==> config.mk <==
export PLATFORM = sky130hd
export DESIGN_NAME = xc2_accum8
export DESIGN_NICKNAME = d
export VERILOG_FILES = /design/src/rtl/xc2_accum8.sv
export SDC_FILE = /design/constraint.sdc
export NUM_CORES = 1
export LEC_CHECK = 0
export CORE_MARGIN = 2
export CORE_UTILIZATION = 50
export CTS_BUF_LIST = sky130_fd_sc_hd__clkbuf_8
export DETAILED_ROUTE_END_ITERATION = 7
export HOLD_SLACK_MARGIN = 0.06
export MAX_ROUTING_LAYER = met4
export PLACE_DENSITY = 0.79
export SYNTH_ARGS = -nofsm -noshare
export SYNTH_HDL_FRONTEND = slang
export SYNTH_SLANG_ARGS = --single-unit
export TNS_END_PERCENT = 30
==> constraint.sdc <==
create_clock -name clk -period 5.53 [get_ports clk]
set_input_delay 1.659 -clock clk [delete_from_list [all_inputs] [get_ports clk]]
set_output_delay 1.659 -clock clk [all_outputs]
set_load 0.05 [all_outputs]
==> src/rtl/xc2_accum8.sv <==
// Batch accumulator behind the XC2 8-bit ripple-carry adder: sums NSAMP samples, then holds the result on a valid/ready port.
// Optional macro XC2_ACCUM_SATURATE_EN clamps the accumulator to all-ones on carry-out instead of wrapping.
module xc2_accum8 #(
  parameter int unsigned WIDTH = 8,
  parameter int unsigned NSAMP = 4
) (
  input  logic             clk,
  input  logic             rst,
  input  logic             clr,
  input  logic [WIDTH-1:0] in_data,
  input  logic             in_valid,
  output logic             in_ready,
  output logic [WIDTH-1:0] out_sum,
  output logic             out_ovf,
  output logic             out_valid,
  input  logic             out_ready
);

  localparam int unsigned CNT_W = 8;
  localparam logic [CNT_W-1:0] LAST_CNT = CNT_W'(NSAMP - 1);

  typedef enum logic {
    ACCUM = 1'b0,
    DONE  = 1'b1
  } state_e;

  state_e           state_q, state_d;
  logic [WIDTH-1:0] acc_q, acc_d;
  logic [CNT_W-1:0] cnt_q, cnt_d;
  logic             ovf_q, ovf_d;
  logic [WIDTH:0]   sum_c;

  // Adder: accumulator is operand A, incoming sample is operand B, carry-in 0
  assign sum_c = {1'b0, acc_q} + {1'b0, in_data};

  always_ff @(posedge clk or posedge rst) begin
    if (rst) begin
      state_q <= ACCUM;
      acc_q   <= '0;
      cnt_q   <= '0;
      ovf_q   <= 1'b0;
    end else begin
      state_q <= state_d;
      acc_q   <= acc_d;
      cnt_q   <= cnt_d;
      ovf_q   <= ovf_d;
    end
  end

  // Next-state: clr beats both the sample transfer and the result handshake
  always_comb begin
    state_d = state_q;
    acc_d   = acc_q;
    cnt_d   = cnt_q;
    ovf_d   = ovf_q;
    if (clr) begin
      state_d = ACCUM;
      acc_d   = '0;
      cnt_d   = '0;
      ovf_d   = 1'b0;
    end else begin
      case (state_q)
        ACCUM: begin
          if (in_valid) begin
`ifdef XC2_ACCUM_SATURATE_EN
            acc_d = sum_c[WIDTH] ? {WIDTH{1'b1}} : sum_c[WIDTH-1:0];
`else
            acc_d = sum_c[WIDTH-1:0];
`endif
            ovf_d = ovf_q | sum_c[WIDTH];
            cnt_d = cnt_q + CNT_W'(1);
            if (cnt_q == LAST_CNT) begin
              state_d = DONE;
            end
          end
        end
        DONE: begin
          if (out_ready) begin
            state_d = ACCUM;
            acc_d   = '0;
            cnt_d   = '0;
            ovf_d   = 1'b0;
          end
        end
        default: state_d = ACCUM;
      endcase
    end
  end

  // Moore outputs decoded purely from registers
  assign in_ready  = (state_q == ACCUM);
  assign out_valid = (state_q == DONE);
  assign out_sum   = acc_q;
  assign out_ovf   = ovf_q;

endmodule

==> results by group <==
Synth
  – FFs w/ async S/R, synth: 100%
  – EDFF count, synth: 0
  – Ys Warns: 0
  – Netlist Area Pre-Place: 1190 um^2
  – Share of the yosys chip area belonging to registers: 38.0%
  – Syn Inst Count: 124
  – Synth unique cells: 37
  – Syn Nets: 147
  – #FFs+latches synth: 18
  – Post-Syn Area per Cell: 9.57 um^2
  – Main synth FF type: dfrtp_1

STA
  – Slew headroom: 50.2%
  – RSZ-0062 raised after global routing: no
  – Hold WS: 515 ps
  – Post-layout min period: 3470 ps
  – Worst slew pin tran: 744 ps
  – Layout Skew: 1.97 ps
  – Final setup TNS: 0 ps
  – Slew Limit Fails: 0
  – Final setup vio count: 0
  – Hold violation total from the final report: 0
  – Fmax: 288 MHz
  – Period Utilization, post-route: 62.7%

Global routing
  – Vias in the first global route: 957
  – Total grt overflow: 0
  – Antenna violations before repair: 0
  – GRT Total Usage: 20.4%
  – Largest net degree at the start of global routing: 19
  – First-pass GRT wire length: 4060 um

Cells and area
  – Layout cell share with drive strength beyond 1: 6.76%
  – Commonest non-fill, non-tap cells in the layout: clkdlybuf4s50_1 (23), dfrtp_1 (18), nor2_1 (11)
  – ANT cells: 0
  – Layout overhead on the synthesized area: 24.5%
  – Commonest non-fill, non-tap cell in the layout: clkdlybuf4s50_1
  – Fill cells: 187
  – Finished Layout Cells: 176
  – Final nets: 172

Setup path
  – Crit path max fanout: 3
  – R2R cell count: 6
  – Startpoint Class: input port
  – CP arrival: 3600 ps
  – Top delay family on crit path: adder cells
  – Slowest cell on the critical path: fa_1
  – Req. time, crit path: 5660 ps
  – R2r endpoint: out_sum[6]
  – CP max stage delay: 420 ps
  – Crit end category: flip-flop
  – CP Cell Sequence: clkdlybuf4s50_1 -> ha_1 -> fa_1 -> a21o_1 -> a311o_1 -> mux2i_1 -> nand3_1
  – WS Path Type: in2reg
  – FF-to-FF setup slack: 3490 ps
  – CP bufs+invs: 1
  – R2r startpoint: out_sum[0]

Job
  – Maxcap violations: 0

Power
  – Leakage: 0.000631 uW
  – Worst VDD drop: 0.194 mV
  – Pwr Density: 289 nW/um^2

CTS
  – # hold bufs at CTS: 0
  – # clock sinks: 18
  – CTS tree: built
  – CTS resizes: 0
  – Skew-Pair Late Insertion Delay: 250 ps
  – Max Buffers Root-to-Sink: 2
  – Post-CTS Setup Repair Bufs: 0
  – Clock slew at reported path FFs: 70 ps
  – Total CTS buffers: 3
  – H-tree depth: 1
  – CTS Root Cell: clkbuf_8

Floorplanning
  – Total Die Area: 2780 um^2
  – Site Rows: 17
  – I/O pins: 24
  – Die span in y: 52.7 um
  – Initial core utilization: 53.1%
  – Die Span X: 52.7 um
  – CORE AREA: 2230 um^2

Drt
  – Via count: 1012
  – Initial DRC count: 19
  – Wire per inst: 14.0 um
  – Detailed-route vias per instance: 5.75
  – # DRC: 0
  – Drt first pass iters: 4
  – Final WL: 2460 um
  – ANT nets after route: 0

Placed design
  – Port Buffers: 23
  – Placed cells: 172
  – DP HPWL: 1820 um
  – Final GP Congestion: 0.798

Worst hold path
  – Worst min path class: reg2reg
  – Hold path startpoint: out_sum[4]
  – Hold depth: 2
  – Hold worst-path end: out_sum[4]

Run status
  – Run status: complete, no violations
==> kinds of logic after synthesis <==
kind of cell	Yosys count	share of synthesized area, %
xor+xnor	6	4.43
flops	18	38.0
mux	1	0.844
simple gates	49	23.0
fa+ha+maj	10	11.2
compound gates	35	19.4
buf+inv	5	3.16
==> state kept, by name, summed over array words and instances (netlist names) <==
register and flops:
out_valid 1, cnt_q 8, out_ovf 1, out_sum 8
==> where the power goes <==
part	switching, uW	leakage [uW]	internal [uW]
Combinational	99.6	0.000358	65.7
Clock	43.2	0.0000288	63.1
Sequential	10.4	0.000244	144
Total	153	0.000631	273
==> synth_stat cells, types with 3 or more instances <==
| master | count | area (um^2) |
|---|---|---|
| dfrtp_1 | 18 | 450 |
| nor2_1 | 11 | 41.3 |
| nand2_1 | 10 | 37.5 |
| a21oi_1 | 9 | 45.0 |
| ha_1 | 9 | 113 |
| nand3_1 | 7 | 35.0 |
| o21ai_0 | 7 | 35.0 |
| xnor2_1 | 5 | 43.8 |
| a211oi_1 | 4 | 30.0 |
| a21o_1 | 4 | 30.0 |
| nand4_1 | 4 | 25.0 |
| a22o_1 | 3 | 26.3 |
| nor3_1 | 3 | 15.0 |
| nor3b_2 | 3 | 37.5 |
==> area by class of cell <==
cell class                 count  area [um^2]  share of cell area, %
multi-input combinational    101          698                   47.3
sequential                    18          450                   30.5
timing repair buffer          23          230                   15.6
clock buffer                   4         55.1                   3.73
tap                           28         35.0                   2.37
inverter                       2         7.51                  0.508
==> stage by stage <==
step | area, um^2 | setup WS [ps] | power, uW | utilization, %
after floorplan | 1190 | 2360 | 273 | -
after CTS | 1480 | 2060 | 428 | 66.1
after global placement | 1420 | 1890 | 318 | 63.6
after global routing | 1480 | 1960 | 448 | 66.1
after detailed placement | 1420 | 1810 | 321 | 63.6
final | 1480 | 2060 | 426 | 66.1
==> worst max path at each step <==
stage / slack [ps] / cells after the start / from / to
after detailed placement: 1810 / 7 / in_data[0] / out_sum[6]
after global placement: 1890 / 7 / in_data[0] / out_sum[6]
after CTS: 2060 / 7 / in_data[0] / out_sum[6]
after floorplan: 2360 / 6 / in_data[0] / out_sum[6]
final: 2060 / 7 / in_data[0] / out_sum[6]
after global routing: 1960 / 7 / in_data[0] / out_sum[6]
==> worst register-to-register path, stage by stage (launching register included) <==
cell,delay [ps]
dfrtp_1,400
ha_1,240
fa_1,420
a21o_1,210
a311o_1,380
mux2i_1,180
nand3_1,90
==> routing by layer <==
layer / share of wire (%) / global-route usage (%) / vias up
met5: 0 / - / -
met4: 0.73 / 6.41 / 0
met3: 3.9 / 2.57 / 2
met2: 46 / 33.1 / 23
met1: 49 / 26.7 / 478
li1: - / - / 509
Note: power is estimated with default switching activity, not from simulation.
